[src/rtl/mvm_pkg.sv]
// Shared definitions for the sequential matrix-vector multiply engine:
// FSM state encoding, command codes and all datapath widths/dimensions.
package mvm_pkg;

  // Datapath widths
  localparam int ELEM_W = 4;           // signed matrix entry
  localparam int VEC_W  = 2;           // unsigned vector element
  localparam int RES_W  = 8;           // signed accumulator / result
  localparam int DIM    = 4;           // square matrix dimension

  // Derived sizes
  localparam int IN_W   = 2 * ELEM_W;  // one input byte carries two entries
  localparam int IDX_W  = $clog2(DIM);
  localparam int SLOTS  = (DIM * DIM) / 2;
  localparam int PTR_W  = $clog2(SLOTS);
  localparam int STEP_W = $clog2(DIM * DIM);

  localparam logic [STEP_W-1:0] STEP_LAST = STEP_W'(DIM * DIM - 1);
  localparam logic [IDX_W-1:0]  IDX_LAST  = IDX_W'(DIM - 1);

  // in_cmd encodings
  localparam logic [1:0] CMD_WRITE = 2'b00;
  localparam logic [1:0] CMD_START = 2'b01;
  localparam logic [1:0] CMD_CLRPT = 2'b10;
  localparam logic [1:0] CMD_NOP   = 2'b11;

  typedef enum logic [1:0] {
    ST_IDLE    = 2'd0,
    ST_COMPUTE = 2'd1,
    ST_OUTPUT  = 2'd2
  } state_e;

endpackage

[src/rtl/mvm_mac.sv]
// Single multiply-accumulate step: sum_o = acc_i + sext(m_i) * zext(v_i).
// Ports:
//   acc_i  signed running sum
//   m_i    signed matrix entry
//   v_i    unsigned vector element
//   sum_o  signed updated sum (wraps; operand ranges keep it in -96..84)
module mvm_mac
  import mvm_pkg::*;
(
  input  logic signed [RES_W-1:0]  acc_i,
  input  logic        [ELEM_W-1:0] m_i,
  input  logic        [VEC_W-1:0]  v_i,
  output logic signed [RES_W-1:0]  sum_o
);

  logic signed [RES_W-1:0] m_ext;
  logic signed [RES_W-1:0] v_ext;
  logic signed [RES_W-1:0] prod;

  // Both operands widened to the result width so the product is formed
  // as a signed multiply; v is zero-extended, hence never negative.
  assign m_ext = {{(RES_W-ELEM_W){m_i[ELEM_W-1]}}, m_i};
  assign v_ext = {{(RES_W-VEC_W){1'b0}}, v_i};
  assign prod  = m_ext * v_ext;
  assign sum_o = acc_i + prod;

endmodule

[src/rtl/mvm_seq_engine.sv]
// Sequential 4x4 (signed 4-bit) by 4-vector (unsigned 2-bit) multiplier.
// The matrix is loaded two entries per byte, a start command latches the
// vector and runs 16 MAC steps (one per cycle), then the four row results
// are presented one at a time over a valid/ready handshake.
// Ports:
//   clk, rst_n          clock, asynchronous active-low reset
//   ena                 global enable; low freezes everything
//   in_data/in_cmd      command payload / opcode (write, start, clear ptr)
//   in_valid/in_ready   command handshake (ready only in IDLE)
//   out_data/out_idx    current row result and its row index
//   out_valid/out_ready result handshake
//   busy                high while computing or presenting results
module mvm_seq_engine
  import mvm_pkg::*;
(
  input  logic             clk,
  input  logic             rst_n,
  input  logic             ena,
  input  logic [IN_W-1:0]  in_data,
  input  logic [1:0]       in_cmd,
  input  logic             in_valid,
  output logic             in_ready,
  output logic [RES_W-1:0] out_data,
  output logic [IDX_W-1:0] out_idx,
  output logic             out_valid,
  input  logic             out_ready,
  output logic             busy
);

  state_e                   state_q;
  logic [PTR_W-1:0]         wptr_q;
  logic signed [RES_W-1:0]  acc_q;
  logic signed [RES_W-1:0]  acc_d;
  logic [STEP_W-1:0]        step_q;
  logic [IDX_W-1:0]         oidx_q;
  logic [ELEM_W-1:0]        mat_q [DIM][DIM];
  logic signed [RES_W-1:0]  res_q [DIM];
  logic [VEC_W-1:0]         vec_q [DIM];

  logic [IDX_W-1:0]         row;
  logic [IDX_W-1:0]         col;
  logic [IDX_W-1:0]         wr_row;
  logic [IDX_W-1:0]         wr_col;

  // step = row*DIM + col, so the two index fields are just bit slices
  assign row = step_q[STEP_W-1 -: IDX_W];
  assign col = step_q[IDX_W-1:0];

  // byte slot k fills row k/2, columns 2*(k%2) and 2*(k%2)+1
  assign wr_row = wptr_q[PTR_W-1:1];
  assign wr_col = {wptr_q[0], 1'b0};

  mvm_mac u_mac (
    .acc_i (acc_q),
    .m_i   (mat_q[row][col]),
    .v_i   (vec_q[col]),
    .sum_o (acc_d)
  );

  assign in_ready  = (state_q == ST_IDLE) && ena;
  assign out_valid = (state_q == ST_OUTPUT) && ena;
  assign busy      = (state_q != ST_IDLE);
  assign out_idx   = oidx_q;
  assign out_data  = res_q[oidx_q];

  always_ff @(posedge clk or negedge rst_n) begin
    if (!rst_n) begin
      state_q <= ST_IDLE;
      wptr_q  <= '0;
      acc_q   <= '0;
      step_q  <= '0;
      oidx_q  <= '0;
      for (int r = 0; r < DIM; r++) begin
        res_q[r] <= '0;
        vec_q[r] <= '0;
        for (int c = 0; c < DIM; c++) begin
          mat_q[r][c] <= '0;
        end
      end
    end else if (ena) begin
      case (state_q)
        ST_IDLE: begin
          if (in_valid) begin
            case (in_cmd)
              CMD_WRITE: begin
                mat_q[wr_row][wr_col]         <= in_data[ELEM_W-1:0];
                mat_q[wr_row][wr_col | 2'b01] <= in_data[IN_W-1:ELEM_W];
                wptr_q                        <= wptr_q + PTR_W'(1);
              end
              CMD_CLRPT: wptr_q <= '0;
              CMD_START: begin
                for (int i = 0; i < DIM; i++) begin
                  vec_q[i] <= in_data[VEC_W*i +: VEC_W];
                end
                acc_q   <= '0;
                step_q  <= '0;
                state_q <= ST_COMPUTE;
              end
              default: ;
            endcase
          end
        end

        ST_COMPUTE: begin
          // Last column of a row: commit the row sum and restart the sum
          if (col == IDX_LAST) begin
            res_q[row] <= acc_d;
            acc_q      <= '0;
          end else begin
            acc_q <= acc_d;
          end
          step_q <= step_q + STEP_W'(1);
          if (step_q == STEP_LAST) begin
            oidx_q  <= '0;
            state_q <= ST_OUTPUT;
          end
        end

        ST_OUTPUT: begin
          if (out_ready) begin
            oidx_q <= oidx_q + IDX_W'(1);
            if (oidx_q == IDX_LAST) begin
              state_q <= ST_IDLE;
            end
          end
        end

        default: state_q <= ST_IDLE;
      endcase
    end
  end

endmodule

[config.mk]
export PLATFORM = sky130hd
export DESIGN_NAME = mvm_seq_engine
export DESIGN_NICKNAME = d
export VERILOG_FILES = /design/src/rtl/mvm_pkg.sv /design/src/rtl/mvm_mac.sv /design/src/rtl/mvm_seq_engine.sv
export SDC_FILE = /design/constraint.sdc
export NUM_CORES = 1
export LEC_CHECK = 0
export ABC_AREA = 1
export CAP_MARGIN = 10
export CORE_MARGIN = 2
export CORE_UTILIZATION = 50
export CTS_CLUSTER_DIAMETER = 200
export DETAILED_ROUTE_END_ITERATION = 10
export PLACE_DENSITY = 0.67
export RECOVER_POWER = 100
export SLEW_MARGIN = 20
export SYNTH_ARGS = -nofsm -noshare
export SYNTH_HDL_FRONTEND = slang
export SYNTH_SLANG_ARGS = --single-unit
export TNS_END_PERCENT = 5
[constraint.sdc]
create_clock -name clk -period 6.7 [get_ports clk]
set_clock_uncertainty 0.15 [all_clocks]
set_input_delay 2.01 -clock clk [delete_from_list [all_inputs] [get_ports clk]]
set_output_delay 2.01 -clock clk [all_outputs]
set_load 0.05 [all_outputs]
* Yosys cells after proc, flatten, opt, wreduce, memory -nomap -nowiden *
Cells that the tools add are included.

cells by class
  reductions and logical operators = 19
  add/sub/neg operators = 4
  $lt $le $gt $ge = 10
  equal/unequal tests = 12
  multiply operators = 1
  muxes and demuxes = 42
  bitwise operators = 6

operators by type and width
  operator              count
  $bwmux W64            2
  $demux W16 S2         2
  $mux W16              4
  $mux W8               6
  $bmux W16 S2          1
  $bwmux W32            1
  $mux W4               6
  $reduce_and A4 Y1     5
  $ge A3 B3 Y1 const B  6
  $mux W2               9
  $not A2 Y3            6
  $bmux W8 S2           1
  $demux W4 S2          2
  $demux W8 S2          1
  $pmux W8 S2           1
  $lt A3 B1 Y1 const B  4
  $add A8 B8 Y8         1
  $bmux W4 S2           1
  $eq A2 B2 Y1 const B  4
  $pmux W4 S2           1
  $reduce_bool A2 Y1    4
  $mul A4 B3 Y7         1
  $logic_and A1 B1 Y1   6
  $ne A2 B2 Y1 const B  3
  13 further kinds      16

word-level totals
  output and inout bits = 13
  input port bits = 15
  bits in registers = 123

* Depth between registers and ports, before layout *
Gate-level depths: netlist (run 1).

  depth after elaboration = 11
  gate-level depth with buffers = 26
  gate-level depth less buffers = 25

* Cells and area by module *
Synthesis (run 1) repeated with hierarchy kept, for this count alone.

second synthesis, totals
  cells, all modules = 842
  area total of the unflattened synthesis = 6454.9 um2

modules (own cells, without submodules)
  module          sequential area each (um2)  times used  area an instance (um2)  cells an instance
  mvm_seq_engine  3078.0                      1           5856.9                  745
  mvm_mac         0.0                         1           598.1                   97

* Worst setup path after synthesis (run 1) *
Ideal clock, no wire load.

  path type = input port to output port
  from = in ena
  to = out in_ready
  path slack = 1.810 ns
  required time = 4.540 ns
  data arrival time = 2.730 ns
  cell stages on the path = 2
  cells stage by stage = inv_1 -> nor2_1

between the ends
  cells in the longest elaborated chain, start to end = 1

ends and longest elaborated chain
  what                 line                  RTL
  start, declared      mvm_seq_engine.sv:18  input logic ena,
  $logic_and A1 B1 Y1  mvm_seq_engine.sv:60  assign in_ready = (state_q == ST_IDLE) && ena;
  end, declared        mvm_seq_engine.sv:22  output logic in_ready,

Every way passes these cells.

* Worst setup path after layout (run 1) *
Ends and elaborated chain as after synthesis.

==> impl_metrics.py, run 1 <==
metrics = {
    "power": {
        "vdd_drop_max_mv": 0.206,
        "powerDensity_nw_per_um2": 461,
        "power.leakage_uw": 0.00355,
    },
    "clock_network": {
        "cts_root_buf": "clkbuf_16",
        "cts.sinks": 123,
        "insertion_delay_ps": 420,
        "ctsHoldBuffers": 0,
        "ctsHtreeMaxLevel": 4,
        "cts_tree": "built",
        "clockBufferDepth": 2,
        "cts_setup_buffers": 0,
        "cts_made_buffers": 17,
        "cts_resized": 0,
        "clk_pin_slew_worst_paths_ps": 50,
    },
    "layout": {
        "post-route-util": 0.570,
        "layout.nets": 830,
        "fin_area_um2": 7130,
        "layout-drive-gt1-share": 0.0558,
        "regArea_um2": 3080,
        "final_common_cell": "nand2_1",
        "multi_input_area_um2": 2670,
        "antenna_cells": 0,
        "final_cell_mix": "nand2_1 (254), dfrtp_1 (123), o21ai_0 (104), inv_1 (67), nand3_1 (47)",
        "final_cells": 979,
        "fillers": 1213,
        "syn2layout_area_growth_pct": 12.5,
    },
    "floorplanning": {
        "fp.dieH_um": 117,
        "core_um2": 12500,
        "rows": 41,
        "dieArea_um2": 13600,
        "ios": 28,
        "initial_core_util": 0.506,
        "die_x_um": 117,
    },
    "setup_path": {
        "cp_slowest_cell": "dlygate4sd3_1",
        "max_stage_delay_ps": 880,
        "worstPathCellList": "dlygate4sd3_1, inv_1, nor2_1, dlygate4sd3_1",
        "cpMostUsedCell": "dlygate4sd3_1",
        "cp-end-kind": "output pin",
        "crit_arrival_ps": 3700,
        "rrSetupSlack_ps": 1880,
        "cp-startpoint": "ena",
        "r2r_start": "step_q[2]",
        "crit_family": "buffers and inverters",
        "critical_path_class": "input pin to output pin",
        "cp_max_fo": 5,
        "cp_num_buf_inv": 3,
        "crit_required_ps": 4540,
        "start_kind": "input pin",
    },
    "placement": {
        "dp_hpwl_mm": 10.4,
        "dp_cells": 948,
        "port_buffers": 27,
        "place_congestion": 0.885,
        "post_dp_cell_area_um2": 6680,
    },
    "logic_synthesis": {
        "synthCells": 770,
        "seq_area_frac_synth": 0.486,
        "synth_area_leaders": "dfrtp_1 (49%), nand2_1 (15%), inv_1 (3.8%)",
        "synth_edf_count": 0,
        "synth_cell_types": 36,
        "ys_ff_latch": 123,
        "syn_nets": 805,
        "syn_area_per_cell_um2": 8.23,
        "netlist_area_um2": 6340,
        "synth_top_area_frac": 0.486,
        "yosysTopAreaCell": "dfrtp_1",
        "yosys_warnings": 0,
        "synthFlopType": "dfrtp_1",
        "async_flop_share": 1.00,
    },
    "sta": {
        "drv_slew": 47,
        "rsz0062_at_grt": "false",
        "hold_viol": 0,
        "relSlewSlack": -0.660,
        "layout_min_cycle_time_ps": 5860,
        "setup_tns_ps": 0,
        "setup_violations": 0,
        "fmax_mhz": 171,
        "timing.hold.ws_ps": 326,
        "fin_crit_sh": 0.874,
        "worst_slew_pin_slew_ps": 2490,
    },
    "min_path": {
        "hold_class": "flip-flop to flip-flop",
        "hp-start": "res_q[16]",
    },
    "routing": {
        "drt_wl_total_mm": 14.9,
        "vias": 5228,
        "via_per_inst": 5.34,
        "drtPass1Iterations": 5,
        "drt-initial-drc-count": 359,
        "drc": 0,
        "routedWlPerCell_um": 15.2,
        "postRouteAntennaNets": 0,
    },
    "run": {
        "maxCapViolCount": 1,
    },
    "grt": {
        "overflow": 0,
        "grt_pass1_vias": 5033,
        "grt_pass1_wl_mm": 25.1,
        "grt_use_total": 0.242,
        "grt_max_degree": 79,
        "antenna_found_initial": 0,
    },
    "run_status": {
        "violations": "capacitance limit, slew limit",
        "status": "complete, but fails checks",
    },
}
==> flip-flops by register name, summed over array words and instances (netlist names) <==
name     cells
mat_q       64
out_idx      2
state_q      2
res_q       32
acc_q        8
vec_q        8
step_q       4
wptr_q       3
==> cell usage after synthesis (2+ instances only) <==
cell,number
nand2_4,4
or2_2,2
xor2_1,4
nand2_1,246
o22ai_1,10
inv_2,4
inv_1,65
nand3_1,46
fa_1,2
clkbuf_1,5
ha_1,18
xnor2_1,3
a21oi_1,20
dfrtp_1,123
buf_2,9
a32oi_1,2
clkinv_1,3
buf_6,8
o21ai_1,48
nor2_1,43
o21ai_0,48
o21ai_2,22
nor2_8,2
nor2_4,3
nand2_2,5
nand4_1,15
==> worst paths after layout <==
check,to,depth (start not counted)
min in group asynchronous,res_q[1],1
hold reg to reg,res_q[16],2
hold / removal,res_q[16],2
max in group asynchronous,mat_q[4],2
setup reg to reg,res_q[31],21
setup / recovery,in_ready,4
==> stage by stage <==
step           power [µW]  setup WS (ps)
6_report             3290            843
5_1_grt              3540            762
3_3_place_gp         2330            964
4_1_cts              3350            936
3_5_place_dp         2380            936
2_1_floorplan        2040           1810
==> power breakdown <==
group / total (µW) / internal (µW) / switching [µW]
registers: 1130 / 959 / 171
clock network: 963 / 647 / 317
logic: 1190 / 413 / 782
==> logic make-up after synthesis <==
family          count (synthesis)  share of synthesized area
compound gates                155                      0.141
xor+xnor                        7                    0.00967
fa+ha+maj                      20                     0.0418
buf+inv                        95                     0.0679
flops                         123                      0.486
simple gates                  370                      0.254
==> tightest hold or removal path, delay by kind of cell (launching register included) <==
kind | cells | cell delay (ps)
AOI/OAI and AO/OA | 1 | 50
DFF | 1 | 340
and+or+nand+nor | 1 | 60
==> layout make-up <==
class | count | area share
tap | 172 | 0.0302
clock buffer | 23 | 0.0670
multi-input combinational | 552 | 0.375
inverter | 73 | 0.0386
clock inverter | 8 | 0.0196
timing repair buffer | 28 | 0.0381
sequential | 123 | 0.432
==> metal layers <==
metal / global-route usage / routed length, µm
met5: 0 / 0
met4: 0.0871 / 241
met3: 0.0498 / 623
met2: 0.403 / 7370
met1: 0.316 / 6670
Power figures use the tool's default switching activity.
==> run 2: changes to the inputs <==
Settings changed: CORE_ASPECT_RATIO from default to 1.75, DONT_BUFFER_PORTS from default to 1, PLACE_DENSITY 0.67 to 0.64, SETUP_SLACK_MARGIN from default to 0.05.
==> run 2 against run 1 <==
Against the previous run: the flow now finishes without violations; sequential power about the same; first-iteration DRC count down 36%; worst hold slack worse by 11 ps; global-route usage up 0.84 points; sequential share of layout area up 1.9 points; flip-flop and latch count unchanged; clock power down 2.2%; register-to-register slack about the same; die area up 0.26%.
==> impl_metrics.py, run 2 (synthesis gave the netlist of run 1 again) <==
metrics = {
    "layout": {
        "post-route-util": 0.549,
        "largest_reg_flops": 64,
        "layout-drive-gt1-share": 0.0577,
        "reg_top3": "mat_q: 64 flops, res_q: 32 flops",
        "layout.nets": 802,
        "final_cell_mix": "nand2_1 (254), dfrtp_1 (123), o21ai_0 (107), inv_1 (66), nand3_1 (47)",
        "syn2layout_area_growth_pct": 7.76,
        "antenna_cells": 0,
        "final_common_cell": "nand2_1",
        "fin_area_um2": 6830,
        "fillers": 1223,
        "largest-register": "mat_q",
    },
    "floorplanning": {
        "initial_core_util": 0.510,
        "fp.dieH_um": 153,
        "dieArea_um2": 13600,
        "die_x_um": 89.1,
        "rows": 54,
        "ios": 28,
        "core_um2": 12400,
    },
    "clock_network": {
        "cts_resized": 0,
        "cts_tree": "built",
        "ctsHtreeMaxLevel": 4,
        "clockBufferDepth": 2,
        "cts_root_buf": "clkbuf_16",
        "cts_made_buffers": 17,
        "ctsHoldBuffers": 0,
        "cts_setup_buffers": 0,
        "insertion_delay_ps": 420,
        "cts.sinks": 123,
        "clk_pin_slew_worst_paths_ps": 60,
    },
    "setup_path": {
        "cp_num_buf_inv": 1,
        "cp_slowest_cell": "o22ai_1",
        "max_stage_delay_ps": 860,
        "crit_required_ps": 4540,
        "crit_family": "compound AO/OA/AOI/OAI gates",
        "cp_max_fo": 19,
        "rrSetupSlack_ps": 1880,
        "worstPathCellList": "inv_1, o21ai_0, o22ai_1",
        "start_kind": "flip-flop",
        "crit_arrival_ps": 2750,
        "critical_path_class": "flip-flop to output pin",
        "cp-end-kind": "output pin",
    },
    "sta": {
        "relSlewSlack": 0.265,
        "fmax_mhz": 204,
        "hold_viol": 0,
        "setup_violations": 0,
        "setup_tns_ps": 0,
        "worst_slew_pin_slew_ps": 1120,
        "drv_slew": 0,
        "fin_crit_sh": 0.733,
        "layout_min_cycle_time_ps": 4910,
        "setup_slack_ps": 1790,
        "rsz0062_at_grt": "false",
    },
    "routing": {
        "drt-initial-drc-count": 230,
        "wl_met2_mm": 8.70,
        "via_per_inst": 5.45,
        "met3WireLength_um": 586,
        "top_layer": "met4",
        "wl_met1_mm": 5.98,
        "drc": 0,
        "drtPass1Iterations": 4,
        "postRouteAntennaNets": 0,
        "drt_wl_total_mm": 15.8,
        "vias": 5169,
        "routedWlPerCell_um": 16.7,
    },
    "power": {
        "vdd_drop_max_mv": 0.302,
        "powerDensity_nw_per_um2": 475,
        "power.leakage_uw": 0.00341,
    },
    "placement": {
        "pre_cts_slack_ps": 1760,
        "dp_hpwl_mm": 11.1,
        "place_congestion": 0.883,
        "post_dp_cell_area_um2": 6390,
        "port_buffers": 0,
    },
    "grt": {
        "grt_use_total": 0.251,
        "antenna_found_initial": 0,
        "grt_pass1_vias": 5132,
        "overflow": 0,
        "grt_max_degree": 124,
        "grt_pass1_wl_mm": 26.0,
    },
    "min_path": {
        "hold_class": "flip-flop to flip-flop",
    },
    "run_status": {
        "status": "finished, final reports clean",
    },
    "run": {
        "maxCapViolCount": 0,
    },
}
-- run 2: changes by cell type in the layout (fill, tap and decap cells not counted), moves of 2 or more --
cell,change
clkbuf_1,-4
clkinv_4,+3
dlygate4sd3_1,-14
o21ai_0,+3
clkinvlp_4,+2
clkdlybuf4s50_1,-12
inv_6,+2
clkbuf_8,-2
o21ai_2,-4
-- run 2: metrics by stage --
stage | power (µW) | cells | hold slack, ps
after floorplan | 2040 | 770 | 287
after global placement | 2320 | 916 | 307
after detailed placement | 2360 | 916 | 306
after CTS | 3320 | 948 | 320
after global routing | 3480 | 948 | 351
final | 3240 | 948 | 315
-- run 2: final cells by class --
type                    instances  area (µm²)  area share
well taps                     168         210      0.0308
flip-flops and latches        123        3080       0.451
multi-input cells             552        2660       0.389
inverters                      73         275      0.0403
clock buffers                  18         439      0.0643
clock inverters                14         169      0.0247
-- run 2: metal layers --
layer / track usage / up-vias
li1: - / 2503
met3: 0.0481 / 35
met4: 0.118 / 0
met5: 0 / -
met1: 0.287 / 2509
met2: 0.436 / 122
-- run 2: path summary, 6_finish.rpt --
| check | startpoint | to | depth (start not counted) |
|---|---|---|---|
| setup / recovery | out_idx[0] | out_data[3] | 3 |
| hold / removal | res_q[18] | res_q[18] | 2 |
| setup reg to reg | step_q[2] | res_q[15] | 21 |
| hold reg to reg | res_q[18] | res_q[18] | 2 |
| max in group asynchronous | rst_n | mat_q[9] | 0 |
| min in group asynchronous | rst_n | res_q[1] | 0 |
-- run 2: power breakdown --
part	internal, µW	switching (µW)	leakage (µW)
Combinational	383	781	0.00147
Clock	595	347	0.000296
Sequential	958	179	0.00164
Total	1940	1310	0.00341
-- run 2: tightest hold or removal path: stages (launching register included) --
cell and delay (ps):
dfrtp_1 340, nand2_1 50, nand2_1 40
==> run 3: changes to the inputs <==
Clock period 6.7 ns to 4.7 ns, I/O delays scaled along.
==> run 3 against run 2 <==
Against the previous run: critical path depth is 18 higher; routed wire length rose by 3.4%; sequential power grew 40%; flip-flop and latch count stayed put.
==> impl_metrics.py, run 3 (synthesis gave the netlist of run 1 again) <==
metrics = {
    "floorplanning": {
        "dieArea_um2": 13600,
        "die_x_um": 89.1,
        "core_um2": 12400,
        "ios": 28,
        "initial_core_util": 0.510,
        "rows": 54,
        "fp.dieH_um": 153,
    },
    "sta": {
        "relSlewSlack": 0.485,
        "drv_slew": 0,
        "hold_viol": 0,
        "fmax_mhz": 240,
        "layout_min_cycle_time_ps": 4170,
        "rsz0062_at_grt": "false",
        "setup_slack_ps": 531,
        "worst_slew_pin_slew_ps": 773,
        "fin_crit_sh": 0.887,
        "setup_violations": 0,
        "setup_tns_ps": 0,
    },
    "setup_path": {
        "max_stage_delay_ps": 550,
        "reg2reg_depth": 21,
        "crit_required_ps": 4850,
        "cp_max_fo": 16,
        "crit_family": "simple AND/OR/NAND/NOR gates",
        "cpMostUsedCell": "nand2_1",
        "start_kind": "flip-flop",
        "worstPathCellList": "nand2_1, inv_1, nand2_1, nand4_1, nand3_1, a21oi_1, ha_1, ha_1, fa_1, nand3_1, nand2_1, nand2_1, ha_1, nand2_1, inv_1, nand2_1, nand3_1, nor2_1, nand3_1, nand3_1, nand2_1",
        "cp-end-kind": "flip-flop",
        "critical_path_class": "flip-flop to flip-flop",
        "cp_num_buf_inv": 2,
        "crit_arrival_ps": 4320,
        "critical_path_cell_count": 21,
        "cp_slowest_cell": "dfrtp_2",
    },
    "min_path": {
        "hold_path_depth": 2,
        "hold_class": "flip-flop to flip-flop",
    },
    "layout": {
        "final_common_cell": "nand2_1",
        "largest-register": "mat_q",
        "antenna_cells": 0,
        "syn2layout_area_growth_pct": 9.08,
        "largest_reg_flops": 64,
        "final_cell_mix": "nand2_1 (254), dfrtp_1 (122), o21ai_0 (106), inv_1 (66), nand3_1 (47)",
        "layout.nets": 815,
        "layout-drive-gt1-share": 0.0643,
        "reg_top3": "mat_q: 64 flops, res_q: 32 flops",
    },
    "routing": {
        "drt-initial-drc-count": 353,
        "via_per_inst": 5.46,
        "vias": 5243,
        "routedWlPerCell_um": 17.0,
        "drc": 0,
        "drt_wl_total_mm": 16.3,
        "postRouteAntennaNets": 0,
        "drtPass1Iterations": 6,
    },
    "run_status": {
        "status": "finished, final reports clean",
    },
    "placement": {
        "port_buffers": 0,
        "dp_hpwl_mm": 11.9,
        "pre_cts_slack_ps": 449,
        "place_congestion": 0.903,
    },
    "clock_network": {
        "cts.sinks": 123,
        "clockBufferDepth": 2,
        "insertion_delay_ps": 420,
        "ctsHtreeMaxLevel": 4,
        "cts_root_buf": "clkbuf_16",
        "clk_pin_slew_worst_paths_ps": 60,
        "cts_tree": "built",
        "cts_made_buffers": 17,
        "ctsHoldBuffers": 0,
    },
    "grt": {
        "antenna_found_initial": 0,
        "grt_use_total": 0.260,
        "grt_max_degree": 124,
        "overflow": 0,
        "grt_pass1_vias": 5322,
        "grt_pass1_wl_mm": 26.8,
    },
    "power": {
        "powerDensity_nw_per_um2": 680,
        "power.leakage_uw": 0.00343,
        "vdd_drop_max_mv": 0.312,
    },
    "run": {
        "maxCapViolCount": 0,
    },
}
run 3: cell count changes in the layout (fill, tap and decap cells not counted), sizes merged:
cell / change
clkinv: -3
inv: +3
clkbuf: +9
buf: +4
run 3: routing by layer:
metal  part of all wire  up-vias  global-route usage  wire length [µm]
li1                   -     2535                   -                 -
met1               0.38     2505               0.290              6180
met2               0.53      142               0.442              8650
met3              0.033       61              0.0491               531
met4              0.060        0               0.158               977
met5                  0        -                   0                 0
run 3: cell type report:
type                    count  area [µm²]
multi-input cells         552        2670
repair buffers             13        63.8
flip-flops and latches    123        3080
well taps                 168         210
inverters                  73         275
clock buffers              18         429
fillers                  1214        5520
clock inverters            14         186
run 3: per-stage QoR:
stage | cells | total power (µW) | hold slack (ps) | utilization | area (µm²)
2_1_floorplan | 770 | 2910 | 287 | - | 6340
3_3_place_gp | 929 | 3350 | 301 | 0.522 | 6490
3_5_place_dp | 929 | 3430 | 311 | 0.522 | 6490
4_1_cts | 961 | 4810 | 327 | 0.572 | 7110
5_1_grt | 961 | 5040 | 351 | 0.556 | 6910
6_report | 961 | 4700 | 329 | 0.556 | 6910
run 3: worst min-delay path: stages (launching register included):
cell     delay, ps
dfrtp_1        330
nand2_1         60
nand2_1         60
run 3: power breakdown:
part           switching [µW]  total, µW  internal (µW)
clock network             519       1370            847
logic                    1160       1730            576
registers                 234       1600           1370
run 3: final timing paths:
check / slack, ps / end / start
min reg2reg: 330 / res_q[23] / res_q[23]
min in group asynchronous: 530 / res_q[1] / rst_n
max reg2reg: 530 / acc_q[7] / step_q[2]
max in group asynchronous: 3640 / mat_q[22] / rst_n
min: 330 / res_q[23] / res_q[23]
max: 530 / acc_q[7] / step_q[2]
run 3: repair_timing:
item	4_1_cts	5_1_grt
resized for setup	0	1
endpoints found under the setup margin	0	5
setup buffers	0	0
